===== config.mk =====
export PLATFORM = sky130hd
export DESIGN_NAME = btn_event_queue
export DESIGN_NICKNAME = d
export VERILOG_FILES = /design/src/rtl/btn_event_queue.sv
export SDC_FILE = /design/constraint.sdc
export NUM_CORES = 1
export LEC_CHECK = 0
export CAP_MARGIN = 30
export CORE_MARGIN = 2
export CORE_UTILIZATION = 60
export DETAILED_ROUTE_END_ITERATION = 8
export GPL_TIMING_DRIVEN = 0
export PLACE_DENSITY = 0.81
export SYNTH_ARGS = -nofsm -noshare
export SYNTH_HDL_FRONTEND = slang
export SYNTH_SLANG_ARGS = --single-unit

===== constraint.sdc =====
create_clock -name clk -period 5.67 [get_ports clk]
set_input_delay 0.8505 -clock clk [delete_from_list [all_inputs] [get_ports clk]]
set_output_delay 0.8505 -clock clk [all_outputs]
set_load 0.03 [all_outputs]

===== src/rtl/btn_event_queue.sv =====
// Turns five debounced button levels into press/release/repeat event bytes and
// queues them in a FWFT FIFO drained over valid/ready. Define BTN_REPEAT_EN for auto-repeat.
module btn_event_queue #(
  parameter int unsigned HOLD_CYCLES   = 50_000_000,
  parameter int unsigned REPEAT_CYCLES = 10_000_000,
  parameter int unsigned FIFO_DEPTH    = 8
) (
  input  logic                          clk,
  input  logic                          rst_n,
  input  logic [4:0]                    debounced_btn,
  output logic [7:0]                    evt_data,
  output logic                          evt_valid,
  input  logic                          evt_ready,
  output logic [$clog2(FIFO_DEPTH):0]   evt_count,
  output logic                          ovf_flag,
  input  logic                          ovf_clr
);

  localparam int unsigned NUM_BTN = 5;
  localparam int unsigned AW      = $clog2(FIFO_DEPTH);
  localparam logic [AW:0] FULL_CNT = (AW + 1)'(FIFO_DEPTH);

  typedef enum logic [1:0] {
    EVT_NONE    = 2'b00,
    EVT_PRESS   = 2'b01,
    EVT_RELEASE = 2'b10,
    EVT_REPEAT  = 2'b11
  } evt_type_e;

  // ---------------------------------------------------------------------------
  // Edge detection and pending bits
  // ---------------------------------------------------------------------------
  logic [NUM_BTN-1:0] r_prev_btn;
  logic [NUM_BTN-1:0] r_press_pend;
  logic [NUM_BTN-1:0] r_rel_pend;
  logic [NUM_BTN-1:0] w_rise;
  logic [NUM_BTN-1:0] w_fall;
  logic [NUM_BTN-1:0] w_rep_pend;
  logic [NUM_BTN-1:0] w_rep_tick;
  logic [NUM_BTN-1:0] w_clr_press;
  logic [NUM_BTN-1:0] w_clr_rel;
  logic [NUM_BTN-1:0] w_clr_rep;
  logic               w_ovf_set;
  logic               r_ovf;

  assign w_rise = debounced_btn & ~r_prev_btn;
  assign w_fall = ~debounced_btn & r_prev_btn;

`ifdef BTN_REPEAT_EN
  localparam int unsigned CNT_MAX = (HOLD_CYCLES > REPEAT_CYCLES) ? HOLD_CYCLES : REPEAT_CYCLES;
  localparam int unsigned CNT_W   = $clog2(CNT_MAX + 1);
  localparam logic [CNT_W-1:0] HOLD_LIM   = CNT_W'(HOLD_CYCLES);
  localparam logic [CNT_W-1:0] REPEAT_LIM = CNT_W'(REPEAT_CYCLES);

  logic [CNT_W-1:0]   r_hold_cnt [NUM_BTN];
  logic [NUM_BTN-1:0] r_rep_phase;
  logic [NUM_BTN-1:0] r_rep_pend;

  // A tick fires on the edge where the held count has reached its limit;
  // the counter then restarts at 1 so later ticks are REPEAT_CYCLES apart.
  always_comb begin
    w_rep_tick = '0;
    for (int i = 0; i < NUM_BTN; i++) begin
      w_rep_tick[i] = debounced_btn[i] &&
                      (r_hold_cnt[i] == (r_rep_phase[i] ? REPEAT_LIM : HOLD_LIM));
    end
  end

  always_ff @(posedge clk or negedge rst_n) begin
    if (!rst_n) begin
      for (int i = 0; i < NUM_BTN; i++) r_hold_cnt[i] <= '0;
      r_rep_phase <= '0;
      r_rep_pend  <= '0;
    end else begin
      for (int i = 0; i < NUM_BTN; i++) begin
        if (!debounced_btn[i]) begin
          r_hold_cnt[i]  <= '0;
          r_rep_phase[i] <= 1'b0;
        end else if (w_rep_tick[i]) begin
          r_hold_cnt[i]  <= CNT_W'(1);
          r_rep_phase[i] <= 1'b1;
        end else begin
          r_hold_cnt[i]  <= r_hold_cnt[i] + CNT_W'(1);
        end
      end
      r_rep_pend <= (r_rep_pend & ~w_clr_rep) | w_rep_tick;
    end
  end

  assign w_rep_pend = r_rep_pend;
`else
  assign w_rep_pend = '0;
  assign w_rep_tick = '0;
`endif

  // ---------------------------------------------------------------------------
  // Arbiter: lowest index wins, press > repeat > release within a button
  // ---------------------------------------------------------------------------
  logic [AW:0]   r_count;
  logic          w_arb_valid;
  logic [2:0]    w_arb_idx;
  evt_type_e     w_arb_type;
  logic          w_full;
  logic          w_pop;
  logic          w_push;
  logic [7:0]    w_evt_byte;

  // NOTE: every always_comb output gets a default first so no path infers a latch.
  always_comb begin
    w_arb_valid = 1'b0;
    w_arb_idx   = '0;
    w_arb_type  = EVT_NONE;
    // Walk downwards so the lowest pending index is the last one written.
    for (int i = NUM_BTN - 1; i >= 0; i--) begin
      if (r_press_pend[i] || w_rep_pend[i] || r_rel_pend[i]) begin
        w_arb_valid = 1'b1;
        w_arb_idx   = 3'(i);
        if (r_press_pend[i])    w_arb_type = EVT_PRESS;
        else if (w_rep_pend[i]) w_arb_type = EVT_REPEAT;
        else                    w_arb_type = EVT_RELEASE;
      end
    end
  end

  assign w_full     = (r_count == FULL_CNT);
  assign w_pop      = evt_valid && evt_ready;
  assign w_push     = w_arb_valid && (!w_full || w_pop);
  assign w_evt_byte = {w_arb_type, 3'b000, w_arb_idx};

  always_comb begin
    w_clr_press = '0;
    w_clr_rel   = '0;
    w_clr_rep   = '0;
    if (w_push) begin
      unique case (w_arb_type)
        EVT_PRESS:   w_clr_press[w_arb_idx] = 1'b1;
        EVT_REPEAT:  w_clr_rep[w_arb_idx]   = 1'b1;
        EVT_RELEASE: w_clr_rel[w_arb_idx]   = 1'b1;
        default:     ;
      endcase
    end
  end

  // A new event is lost only if its pending bit stays set past this edge;
  // one being pushed right now frees the slot for the newcomer.
  assign w_ovf_set = |(w_rise     & r_press_pend & ~w_clr_press) ||
                     |(w_fall     & r_rel_pend   & ~w_clr_rel)   ||
                     |(w_rep_tick & w_rep_pend   & ~w_clr_rep);

  // NOTE: sequential state uses non-blocking assignments so all flops update together.
  always_ff @(posedge clk or negedge rst_n) begin
    if (!rst_n) begin
      r_prev_btn   <= '0;
      r_press_pend <= '0;
      r_rel_pend   <= '0;
      r_ovf        <= 1'b0;
    end else begin
      r_prev_btn   <= debounced_btn;
      r_press_pend <= (r_press_pend & ~w_clr_press) | w_rise;
      r_rel_pend   <= (r_rel_pend & ~w_clr_rel) | w_fall;
      if (w_ovf_set)    r_ovf <= 1'b1;
      else if (ovf_clr) r_ovf <= 1'b0;
    end
  end

  // ---------------------------------------------------------------------------
  // First-word-fall-through FIFO
  // ---------------------------------------------------------------------------
  logic [7:0]    r_mem [FIFO_DEPTH];
  logic [AW-1:0] r_wr_ptr;
  logic [AW-1:0] r_rd_ptr;

  // NOTE: the storage is reset too, so a reset empties the queue contents and
  // the head byte reads back as zero without gating.
  always_ff @(posedge clk or negedge rst_n) begin
    if (!rst_n) begin
      for (int i = 0; i < FIFO_DEPTH; i++) r_mem[i] <= '0;
      r_wr_ptr <= '0;
      r_rd_ptr <= '0;
      r_count  <= '0;
    end else begin
      if (w_push) begin
        r_mem[r_wr_ptr] <= w_evt_byte;
        r_wr_ptr        <= r_wr_ptr + 1'b1;
      end
      if (w_pop) r_rd_ptr <= r_rd_ptr + 1'b1;
      unique case ({w_push, w_pop})
        2'b10:   r_count <= r_count + 1'b1;
        2'b01:   r_count <= r_count - 1'b1;
        default: r_count <= r_count;
      endcase
    end
  end

  assign evt_valid = (r_count != '0);
  assign evt_count = r_count;
  assign evt_data  = r_mem[r_rd_ptr];
  assign ovf_flag  = r_ovf;

endmodule


* After elaboration in Yosys (flattened, before gate mapping)
Cells that the tools add are included.
Word-level totals: logic and storage cells 97, input bits 9, register bits after elaboration 90, output and inout port bits 14
Cells by class: add/sub/neg operators 4, magnitude comparators 5, eq/ne operators 5, reduce and logical (&&, ||, !) cells 17, bitwise logic cells 16, mux-type cells 35
Operators with widths (number):
- $bwmux W64 | 1
- $and A5 B5 Y5 | 8
- $bmux W8 S3 | 1
- $demux W8 S3 | 1
- $mux W8 | 3
- $mux W2 | 10
- $mux W5 | 4
- $not A5 Y5 | 4
- $mux W3 | 5
- $or A5 B5 Y5 | 2
- $reduce_or A5 Y1 | 2
- $ge A4 B4 Y1 const B | 2
- $mux W1 | 8
- $not A3 Y4 | 2
- $pmux W4 S2 | 1
- $logic_or A1 B1 Y1 | 7
- $add A3 B1 Y3 const B | 2
- $add A4 B1 Y4 const B | 1
- $eq A2 B1 Y1 const B | 2
- $eq A2 B2 Y1 const B | 2
- $eq A4 B4 Y1 const B | 1
- $logic_and A1 B1 Y1 | 4
- $lt A3 B4 Y1 const B | 1
- $lt A4 B1 Y1 const B | 1
- 6 further kinds | 7

* Depth between registers and ports, before layout
depth after elaboration 17, depth in mapped cells 12, mapped depth without buffers 11

* Least setup slack after synthesis
Ideal clock, no wire load.
path type reg-to-reg, start reg r_count[1] (netlist: evt_count[1]), end reg r_count[3] (netlist: evt_count[3]), setup slack 2.740 ns, path buffers 1, clock period less this slack 2.930 ns, arrival time 2.793 ns, required time 5.534 ns, cell stages (with the launch flop) 12, library setup time 0.136 ns, path through dfrtp_1 or3_1 or2_2 and2_1 clkbuf_1 ha_1 ha_1 a21o_1 a21oi_1 xnor2_1 nor2_1 xor2_1
On the way: word-level cells in the longest chain between the ends 6, elaborated cells on any way between the ends 12, classes of those cells 2 x add/sub; 3 x eq/ne; 1 x mux; 6 x reduce/logical
RTL lines:
- start: declaration | line 99 | logic [AW:0] r_count;
- start signal: assignment | line 188 | 2'b10: r_count <= r_count + 1'b1;
- start signal: assignment | line 189 | 2'b01: r_count <= r_count - 1'b1;
- start signal: assignment | line 190 | default: r_count <= r_count;
- $reduce_bool A4 Y1 * | line 195 | assign evt_valid = (r_count != '0);
- net evt_valid | line 12 | output logic evt_valid,
- $logic_and A1 B1 Y1 * | line 126 | assign w_pop = evt_valid && evt_ready;
- net w_pop | line 104 | logic w_pop;
- $logic_or A1 B1 Y1 | line 127 | assign w_push = w_arb_valid && (!w_full || w_pop);
- $logic_and A1 B1 Y1 | line 127
- $eq A2 B1 Y1 / $eq A2 B2 Y1 (equally long branches) | line 187 | unique case ({w_push, w_pop})
- $pmux W4 S2 / $reduce_bool A2 Y1 (equally long branches)
The timed path passes the listed nets; every way through them passes the cells marked *. A chain may end at the register's enable or synchronous reset.

* Worst setup path in the final report
start reg r_rd_ptr[0], end out evt_data[2]
On the way: word-level cells in the longest chain between the ends 4
RTL lines:
- start: declaration | line 171 | logic [AW-1:0] r_rd_ptr;
- start signal: assignment | line 186 | if (w_pop) r_rd_ptr <= r_rd_ptr + 1'b1;
- $not A3 Y4 (not written as such) | line 197 | assign evt_data = r_mem[r_rd_ptr];
- $bmux W8 S3 | line 197
- $mux W8 (not written as such) (2 in series) | line 197
- end: declaration | line 11 | output logic [7:0] evt_data,
Every way passes these cells. The select of a mux whose other input is x is not followed.

==> flow_summary.yaml <==
power_and_ir_drop:
  clkPwrFrac: 0.202
  powerDensity_nw_per_um2: 529
  p_comb_frac: 0.426
  seq_power_share: 0.372
  peakVddDrop_mv: 0.251
  power.total_uw: 1980
  switching_power_uw: 722
  power.leakage_uw: 0.00167
  p_int_uw: 1250
  p_sw_frac: 0.366
logic_synthesis:
  synth_edf_count: 0
  yosysTopAreaCell: "dfrtp_1"
  netlist_area_um2: 3260
  async_reset_ff_frac: 1.00
  synth_top_area_frac: 0.507
  synth_area_leaders: "dfrtp_1 (51%), mux4_2 (6.9%), mux2_2 (5.5%), o21ai_0 (3.7%), nand2_1 (3.7%)"
  synth_warnings: 0
  synth.distinct_cells: 54
  syn_avg_cell_area_um2: 11.2
  syn_inst: 291
  ys_seq_area_frac: 0.507
  ys.flop_type: "dfrtp_1"
  ys_ff_latch: 66
grt:
  grtUsageTotal: 0.238
  grt_pass1_vias: 2364
  grt_max_degree: 67
  antenna_found_initial: 0
  overflow: 0
  grt_pass1_wl_um: 11000
place:
  pre_cts_slack_ps: 2270
  place_hpwl_um: 4500
  gp_congestion: 0.819
  port_buffers: 19
sta:
  rsz0062_at_grt: "false"
  fin_tns_setup_ps: 0
  relSlewSlack: 0.345
  setup_ws_ps: 2310
  setup_viol: 0
  finalCritPeriodShare: 0.593
  hold_viol: 0
  holdWs_ps: 480
  max_freq_ghz: 0.297
  skew_ps: 5.46
  finalMaxSlewViolations: 0
  period_needed_ps: 3360
  tightest_slew_ps: 972
worst_setup_path:
  critPathMaxStageDelay_ps: 590
  reg2reg_setup_slack_ps: 2800
  cp_slowest_cell: "clkdlybuf4s50_1"
  end_kind: "output pin"
  path_class: "flop to output pin"
  path_max_fanout: 10
  cp.arrival_ps: 2510
  cp-start-kind: "flop"
  crit_required_ps: 4820
  path_cells: "buf_2 > mux4_2 > mux2_2 > clkdlybuf4s50_1"
die:
  core-area_um2: 5170
  rows: 26
  start_util: 0.629
  die_w_um: 77.7
  ios: 23
  die_h_um: 77.7
  die-area_um2: 6030
clock_tree:
  htreeDepth: 3
  cts_sinks: 66
  insertion_delay_ps: 340
  cts-hold-fix-buffers: 0
  numCtsBuffers: 9
  clk_pin_slew_ps: 70
  clockBufferDepth: 2
  cts-resized-gates: 0
  cts_tree: "yes"
  postCtsSetupBuffers: 0
  clock-root-buffer: "clkbuf_8"
cells_and_area:
  syn2layout_area_growth_pct: 14.8
  layout_common_cells: "dfrtp_1 (66), nand2_1 (32), o21ai_0 (24)"
  final_common_cell: "dfrtp_1"
  drive_gt1_frac: 0.186
  nets: 338
  diodes: 0
drt:
  viasPerCell: 5.78
  vias: 2301
  first_iter_violations: 168
  ant_nets: 0
  drt_first_pass_iters: 4
  totalWireLength_um: 6380
  post-route-drc-count: 0
  routedWlPerCell_um: 16.0
run:
  drv_cap: 0
status:
  outcome: "complete, no violations"
min_path:
  min_path_type: "flop to flop"
final cells by class:
class | instances | area, µm²
flip-flops and latches | 66 | 1650
inverters | 19 | 71.3
clock buffers | 14 | 163
multi-input cells | 195 | 1470
well taps | 70 | 87.6
clock inverters | 2 | 35.0
repair buffers | 19 | 188
plain buffers | 13 | 68.8
fillers | 379 | 1440
synthesized netlist by cell type (2+ instances only):
cell type / n
o21ai_0: 24
mux2i_1: 3
buf_4: 4
nor2_1: 22
mux4_2: 10
xor2_1: 3
mux2_1: 2
o311ai_0: 2
xnor2_1: 5
nor4_1: 2
inv_1: 19
and2_1: 2
nor2b_1: 2
nand4_1: 4
nand3_1: 3
o31ai_1: 3
a21oi_1: 7
nor3_1: 4
or3_1: 4
nand2_1: 32
ha_1: 5
a21o_1: 7
clkbuf_1: 4
nand2b_1: 2
nor3_4: 2
or2_2: 2
mux2_2: 16
and3_1: 2
dfrtp_1: 66
buf_2: 4
critical path, delay by kind of cell (launching register included):
family,cells,cell delay [ps]
buf+inv,2,940
mux,2,840
flops,1,390
per-layer routing:
layer	wire (µm)	vias to the layer above	track usage	part of all wire
met2	3370	35	0.394	0.53
li1	-	1091	-	-
met4	135	0	0.141	0.021
met1	2700	1162	0.295	0.42
met3	175	13	0.0384	0.027
met5	0	-	0	0
state kept, by name, indices dropped and copies added (netlist names):
signal	count
evt_count	4
ovf_flag	1
r_mem	40
r_press_pend	5
r_prev_btn	5
r_rd_ptr	3
r_rel_pend	5
r_wr_ptr	3
stage by stage:
stage | area [µm²] | util | cells
floorplan | 3260 | - | 293
global placement | 3540 | 0.685 | 382
detailed placement | 3540 | 0.684 | 382
CTS | 3740 | 0.722 | 398
global route | 3740 | 0.722 | 398
finish | 3740 | 0.722 | 398
power by group through the flow:
stage | combinational, µW | clock [µW] | sequential, µW
floorplan | 600 | 0 | 738
global placement | 819 | 0 | 730
CTS | 853 | 405 | 734
finish | 842 | 399 | 734
detailed placement | 847 | 0 | 743
global route | 923 | 425 | 755
worst paths after layout:
kind	startpoint	to	cells after the start
max reg2reg	evt_count[0]	evt_count[3]	11
min in group asynchronous	rst_n	r_mem[31]	1
max in group asynchronous	rst_n	r_mem[25]	1
min reg2reg	r_mem[15]	r_mem[15]	1
min	r_mem[15]	r_mem[15]	1
max	r_rd_ptr[0]	evt_data[2]	4
cells by family (layout without fill, tap and decap cells):
logic type               after synthesis  in the layout  share of synthesized area
other                                  1              3                    0.00115
flip-flops                            66             66                      0.507
multiplexers                          31             31                      0.141
XOR/XNOR                               8              8                     0.0215
adder cells (fa/ha/maj)                6              6                     0.0254
AND/OR/NAND/NOR                       95             95                      0.155
buffers and inverters                 32             67                     0.0430
AO/OA/AOI/OAI                         52             52                      0.106
(Power assumes the default switching activity.)
